==> src/rtl/regfile_pkg.sv <==
// Shared defaults for the multi-port register file: default geometry and
// the register-index type derived from it.
package regfile_pkg;
  localparam int REGFILE_DATA_W = 16;
  localparam int REGFILE_NREGS  = 8;
  localparam int REGFILE_ADDR_W = $clog2(REGFILE_NREGS);

  typedef logic [REGFILE_ADDR_W-1:0] reg_idx_t;
endpackage

==> src/rtl/regfile_mp_if.sv <==
// Bus bundle for regfile_mp: write port, two read ports and scoreboard
// reserve/busy signals. The master drives requests; the slave is the register file.
interface regfile_mp_if
  import regfile_pkg::*;
#(
  parameter int DATA_W = REGFILE_DATA_W,
  parameter int NREGS  = REGFILE_NREGS
);
  localparam int ADDR_W = $clog2(NREGS);

  logic              write;
  logic [ADDR_W-1:0] writenum;
  logic [DATA_W-1:0] data_in;
  logic [ADDR_W-1:0] readnum_a;
  logic [ADDR_W-1:0] readnum_b;
  logic [DATA_W-1:0] data_out_a;
  logic [DATA_W-1:0] data_out_b;
  logic              reserve;
  logic [ADDR_W-1:0] reservenum;
  logic              busy_a;
  logic              busy_b;

  modport master (
    output write, writenum, data_in, readnum_a, readnum_b, reserve, reservenum,
    input  data_out_a, data_out_b, busy_a, busy_b
  );

  modport slave (
    input  write, writenum, data_in, readnum_a, readnum_b, reserve, reservenum,
    output data_out_a, data_out_b, busy_a, busy_b
  );
endinterface

==> src/rtl/regfile_scoreboard.sv <==
// Per-register busy bits tracking pending producers. Reserve sets, write clears,
// and a same-cycle reserve wins so the newly issued producer stays visible.
module regfile_scoreboard #(
  parameter int NREGS    = 8,
  parameter bit ZERO_REG = 1'b0,
  parameter bit BYPASS   = 1'b1
) (
  input  logic                     clk,
  input  logic                     reset,
  input  logic                     i_wr_en,
  input  logic [$clog2(NREGS)-1:0] i_wr_idx,
  input  logic                     i_reserve,
  input  logic [$clog2(NREGS)-1:0] i_rsv_idx,
  input  logic [$clog2(NREGS)-1:0] i_rd_idx_a,
  input  logic [$clog2(NREGS)-1:0] i_rd_idx_b,
  output logic                     o_busy_a,
  output logic                     o_busy_b
);
  localparam int ADDR_W = $clog2(NREGS);

  logic [NREGS-1:0] r_busy;
  logic [NREGS-1:0] w_busy_nxt;
  logic             w_rsv_ok;
  logic             w_fwd_a;
  logic             w_fwd_b;

  assign w_rsv_ok = i_reserve && !(ZERO_REG && (i_rsv_idx == {ADDR_W{1'b0}}));

  // Next busy vector: clear on write first, then set on reserve so set wins.
  always_comb begin
    w_busy_nxt = r_busy;
    if (i_wr_en) begin
      w_busy_nxt[i_wr_idx] = 1'b0;
    end else begin
      w_busy_nxt = r_busy;
    end
    if (w_rsv_ok) begin
      w_busy_nxt[i_rsv_idx] = 1'b1;
    end else begin
      w_busy_nxt[i_rsv_idx] = w_busy_nxt[i_rsv_idx];
    end
    if (ZERO_REG) begin
      w_busy_nxt[0] = 1'b0;
    end else begin
      w_busy_nxt[0] = w_busy_nxt[0];
    end
  end

  // Busy state register.
  always_ff @(posedge clk or posedge reset) begin
    if (reset) begin
      r_busy <= {NREGS{1'b0}};
    end else begin
      r_busy <= w_busy_nxt;
    end
  end

  // A value being forwarded this cycle is not busy unless it is re-reserved now.
  assign w_fwd_a = BYPASS && i_wr_en && (i_wr_idx == i_rd_idx_a)
                   && !(w_rsv_ok && (i_rsv_idx == i_rd_idx_a));
  assign w_fwd_b = BYPASS && i_wr_en && (i_wr_idx == i_rd_idx_b)
                   && !(w_rsv_ok && (i_rsv_idx == i_rd_idx_b));

  assign o_busy_a = w_fwd_a ? 1'b0 : r_busy[i_rd_idx_a];
  assign o_busy_b = w_fwd_b ? 1'b0 : r_busy[i_rd_idx_b];
endmodule

==> src/rtl/regfile_mp.sv <==
// Multi-port register file: one write port, two combinational read ports with
// optional write bypass, optional hard-zero R0 and a busy scoreboard.
module regfile_mp
  import regfile_pkg::*;
#(
  parameter int DATA_W   = REGFILE_DATA_W,
  parameter int NREGS    = REGFILE_NREGS,
  parameter bit BYPASS   = 1'b1,
  parameter bit ZERO_REG = 1'b0
) (
  input  logic         clk,
  input  logic         reset,
  regfile_mp_if.slave  bus
);
  localparam int ADDR_W = $clog2(NREGS);

  logic [DATA_W-1:0] r_regs [NREGS];
  logic              w_wr_en;
  logic [DATA_W-1:0] w_rd_a;
  logic [DATA_W-1:0] w_rd_b;

  // Writes are dropped while reset is held and, with a hard-zero R0, to index 0.
  assign w_wr_en = bus.write && !reset
                   && !(ZERO_REG && (bus.writenum == {ADDR_W{1'b0}}));

  // Register array storage.
  always_ff @(posedge clk or posedge reset) begin
    if (reset) begin
      for (int i = 0; i < NREGS; i++) begin
        r_regs[i] <= {DATA_W{1'b0}};
      end
    end else if (w_wr_en) begin
      r_regs[bus.writenum] <= bus.data_in;
    end else begin
      r_regs[bus.writenum] <= r_regs[bus.writenum];
    end
  end

  // Read muxes with optional same-cycle forwarding of the write data.
  always_comb begin
    w_rd_a = r_regs[bus.readnum_a];
    w_rd_b = r_regs[bus.readnum_b];
    if (BYPASS && w_wr_en && (bus.writenum == bus.readnum_a)) begin
      w_rd_a = bus.data_in;
    end else begin
      w_rd_a = r_regs[bus.readnum_a];
    end
    if (BYPASS && w_wr_en && (bus.writenum == bus.readnum_b)) begin
      w_rd_b = bus.data_in;
    end else begin
      w_rd_b = r_regs[bus.readnum_b];
    end
  end

  assign bus.data_out_a = w_rd_a;
  assign bus.data_out_b = w_rd_b;

  regfile_scoreboard #(
    .NREGS    (NREGS),
    .ZERO_REG (ZERO_REG),
    .BYPASS   (BYPASS)
  ) u_scoreboard (
    .clk        (clk),
    .reset      (reset),
    .i_wr_en    (w_wr_en),
    .i_wr_idx   (bus.writenum),
    .i_reserve  (bus.reserve),
    .i_rsv_idx  (bus.reservenum),
    .i_rd_idx_a (bus.readnum_a),
    .i_rd_idx_b (bus.readnum_b),
    .o_busy_a   (bus.busy_a),
    .o_busy_b   (bus.busy_b)
  );
endmodule

==> src/flat_wrapper.sv <==
// flat-port wrapper written by rule: the top's interface ports become plain ports
module regfile_mp_flat import regfile_pkg::*;
#(
  parameter int DATA_W   = REGFILE_DATA_W,
  parameter int NREGS    = REGFILE_NREGS,
  parameter bit BYPASS   = 1'b1,
  parameter bit ZERO_REG = 1'b0
)
  (clk, reset, bus_write, bus_writenum, bus_data_in, bus_readnum_a, bus_readnum_b, bus_reserve, bus_reservenum, bus_data_out_a, bus_data_out_b, bus_busy_a, bus_busy_b);
  regfile_mp_if #(.DATA_W(DATA_W), .NREGS(NREGS)) bus_i ();
  input  logic clk;
  input  logic reset;
  input wire logic [$bits(bus_i.write)-1:0] bus_write;
  input wire logic [$bits(bus_i.writenum)-1:0] bus_writenum;
  input wire logic [$bits(bus_i.data_in)-1:0] bus_data_in;
  input wire logic [$bits(bus_i.readnum_a)-1:0] bus_readnum_a;
  input wire logic [$bits(bus_i.readnum_b)-1:0] bus_readnum_b;
  input wire logic [$bits(bus_i.reserve)-1:0] bus_reserve;
  input wire logic [$bits(bus_i.reservenum)-1:0] bus_reservenum;
  output wire logic [$bits(bus_i.data_out_a)-1:0] bus_data_out_a;
  output wire logic [$bits(bus_i.data_out_b)-1:0] bus_data_out_b;
  output wire logic [$bits(bus_i.busy_a)-1:0] bus_busy_a;
  output wire logic [$bits(bus_i.busy_b)-1:0] bus_busy_b;
  assign bus_i.write = bus_write;
  assign bus_i.writenum = bus_writenum;
  assign bus_i.data_in = bus_data_in;
  assign bus_i.readnum_a = bus_readnum_a;
  assign bus_i.readnum_b = bus_readnum_b;
  assign bus_i.reserve = bus_reserve;
  assign bus_i.reservenum = bus_reservenum;
  assign bus_data_out_a = bus_i.data_out_a;
  assign bus_data_out_b = bus_i.data_out_b;
  assign bus_busy_a = bus_i.busy_a;
  assign bus_busy_b = bus_i.busy_b;
  regfile_mp #(.DATA_W(DATA_W), .NREGS(NREGS), .BYPASS(BYPASS), .ZERO_REG(ZERO_REG)) u_core (.clk(clk), .reset(reset), .bus(bus_i));
endmodule
==> config.mk <==
export PLATFORM = sky130hd
export DESIGN_NAME = regfile_mp_flat
export DESIGN_NICKNAME = d
export VERILOG_FILES = /design/src/rtl/regfile_pkg.sv /design/src/rtl/regfile_mp_if.sv /design/src/rtl/regfile_scoreboard.sv /design/src/rtl/regfile_mp.sv /design/src/flat_wrapper.sv
export SDC_FILE = /design/constraint.sdc
export NUM_CORES = 1
export LEC_CHECK = 0
export ABC_AREA = 1
export CAP_MARGIN = 20
export CORE_ASPECT_RATIO = 1.25
export CORE_MARGIN = 5
export CORE_UTILIZATION = 35
export DETAILED_ROUTE_END_ITERATION = 8
export PLACE_DENSITY = 0.53
export SKIP_LAST_GASP = 1
export SLEW_MARGIN = 15
export SYNTH_ARGS = -nofsm -noshare
export SYNTH_HDL_FRONTEND = slang
export SYNTH_SLANG_ARGS = --single-unit
==> constraint.sdc <==
create_clock -name clk -period 4.9 [get_ports clk]
set_input_delay 0.735 -clock clk [delete_from_list [all_inputs] [get_ports clk]]
set_output_delay 0.735 -clock clk [all_outputs]
set_load 0.01 [all_outputs]
==> qor.txt <==
status - finished clean
grt ovf - 0
Final HPWL DP - 23,200 um
Min Hold Slack - 0.519 ns
Setup TNS - 0 ns
sequential area share after synthesis - 0.341
Synth top area share - 0.341
Reg2Reg Depth - 2
CTS root buf - clkbuf_16
CP Launch Type - input port
period utilization - 0.860
Power Total - 0.00399 W
Clk network pwr share - 0.350
Die Area - 32,000 um2
DRC errors left - 0
Tmin final - 4.21 ns
Multi-input gate area - 5230 um2
dominant cells by area after synthesis - dfrtp_1 34%, nand3_1 25%, nand2_1 14%
count leader, synth - nand3_1
layout cell share with drive strength beyond 1 - 0.0677
final hold violation count - 0
P&R area growth vs syn - 12.3%
final wirelength - 38,400 um
hold buffers post-CTS - 0
vias in the first global route - 9,695
HP Class - flop to flop
CTS tree - done
Layout Nets - 1,497
Async SR Flop Fraction - 1.00
Max Cap Violations - 0
Setup Buffers After CTS - 0
Initial Util - 0.353
syn_area_per_cell - 6.72 um2
Crit. End Element - primary output
sequential share of power - 0.366
Fmax - 237 MHz
initial antenna violation count - 1
syn nets - 1,519
Reg area - 3400 um2
switching share of power - 0.346
Placement Setup Slack - 0.717 ns
pin slew with the least headroom to its limit - 1.10 ns
Post-synth top cells - 504 x nand3_1, 384 x nand2_1, 137 x inv_1
Max rail drop VDD - 0.000204 V
Clk pin slew, worst setup/hold paths - 0.06 ns
DP Area - 10,600 um2
sw power - 0.00138 W
Setup Viol. Count Final - 0
skew final - 0 ns
unrepaired setup endpoints after global routing - no
chip height - 199 um
post-cts sizing count - 0
fill cell count - 2,944
clk_lat worst skew - 0.42 ns
CTS Buffer Depth - 2
power share of the combinational group - 0.284
Post-Syn Area - 9990 um2
synthesized flop and latch total - 136
Final WS setup - 0.688 ns
Hold Path Stages - 2
DRT iter0 DRCs - 1,162
CTS buffer count - 17
core area - 28,300 um2
leakage - 4.93 nW
Synth Warn # - 0
Slew Limit Fails - 0
Pre-Repair DR Iteration Count - 5
via count - 10,470
CP Max Fanout - 16
Die X - 161 um
Internal - 0.00261 W
cell row count - 69
max_slew headroom - 0.264
PwrDens - 355 nW/um2
drt via density - 5.71
first-pass GRT wire length - 58,500 um
CP Data Arrival Time - 3.48 ns
largest net degree at the start of global routing - 91
drt wl/cell - 20.9 um
io pins - 66
clock sink count - 136
post-synthesis cell count - 1,487
# port buffers - 65
Post-synth EDFFs - 0
post-synth top area cell - dfrtp_1
gr usage total - 0.236
H-tree depth - 4
critical path class - input port to primary output
CP required - 4.16 ns
Most used DFF post-synth - dfrtp_1
post-synth cell types - 22
final cell area excluding filler cells - 11,200 um2
gpl congestion - 0.829
ANT nets after route - 0
## worst paths after layout
path,start,to,slack (ns)
worst max register to register,u_core.r_regs[45],u_core.r_regs[45],4.14
worst min-delay path,u_core.u_scoreboard.r_busy[1],u_core.u_scoreboard.r_busy[1],0.52
worst min register to register,u_core.u_scoreboard.r_busy[1],u_core.u_scoreboard.r_busy[1],0.52
max in group asynchronous,reset,u_core.r_regs[105],3.12
min in group asynchronous,reset,u_core.r_regs[17],0.66
worst max-delay path,bus_writenum[1],bus_data_out_b[12],0.69
## routing by layer
| metal | track usage | vias to the layer above | share of wire |
|---|---|---|---|
| li1 | - | 4947 | - |
| met1 | 0.304 | 5044 | 0.42 |
| met2 | 0.404 | 409 | 0.49 |
| met3 | 0.0321 | 70 | 0.063 |
| met4 | 0.0885 | 0 | 0.031 |
| met5 | 0 | - | 0 |
## critical path, cell delays in order
cell             delay [ns]
clkdlybuf4s50_1        0.90
nand2_1                0.16
nand2_1                0.10
nor2_1                 0.05
nand2_2                0.48
nand3_1                0.37
nand2_1                0.14
clkdlybuf4s50_1        0.54
## sequential cells by signal, summed over array words and instances (netlist names)
signal / count
u_core.r_regs: 128
u_core.u_scoreboard.r_busy: 8
## power by group through the flow
stage | sequential, W | clock [W] | combinational (W)
after CTS | 0.00146 | 0.00141 | 0.00113
final | 0.00146 | 0.00140 | 0.00113
after global placement | 0.00147 | 0 | 0.00112
after global routing | 0.00148 | 0.00146 | 0.00126
after detailed placement | 0.00148 | 0 | 0.00113
after floorplan | 0.00145 | 0 | 0.000773
## cell type report
class	count	share of cell area
Timing Repair Buffer	101	0.0836
Clock inverter	10	0.0127
Tap cell	355	0.0396
Clock buffer	22	0.0432
Sequential cell	136	0.303
Inverter	149	0.0512
Multi-Input combinational cell	1060	0.466
Antenna cell	1	0.000223
## cell families (layout without fill, tap and decap cells)
| group | after synthesis | count (layout) | synth area share |
|---|---|---|---|
| simple gates | 920 | 920 | 0.421 |
| flops | 136 | 136 | 0.341 |
| buf+inv | 291 | 282 | 0.137 |
| other cells | 0 | 1 | 0 |
| compound gates | 140 | 140 | 0.101 |
## stage by stage
| stage | util | std cells |
|---|---|---|
| 2_1_floorplan | - | 1487 |
| 3_3_place_gp | 0.374 | 1801 |
| 3_5_place_dp | 0.374 | 1801 |
| 4_1_cts | 0.396 | 1833 |
| 5_1_grt | 0.396 | 1834 |
| 6_report | 0.396 | 1834 |
## layout by cell type (no fill, tap or decap), types with 14 or more instances in the layout
master             n
buf_4             33
clkbuf_16         17
clkdlybuf4s50_1   61
dfrtp_1          136
inv_1            137
nand2_1          384
nand3_1          504
nor2_1            15
o211ai_1         124
o21ai_0           14
No activity file was read; power rests on OpenSTA's default activity.
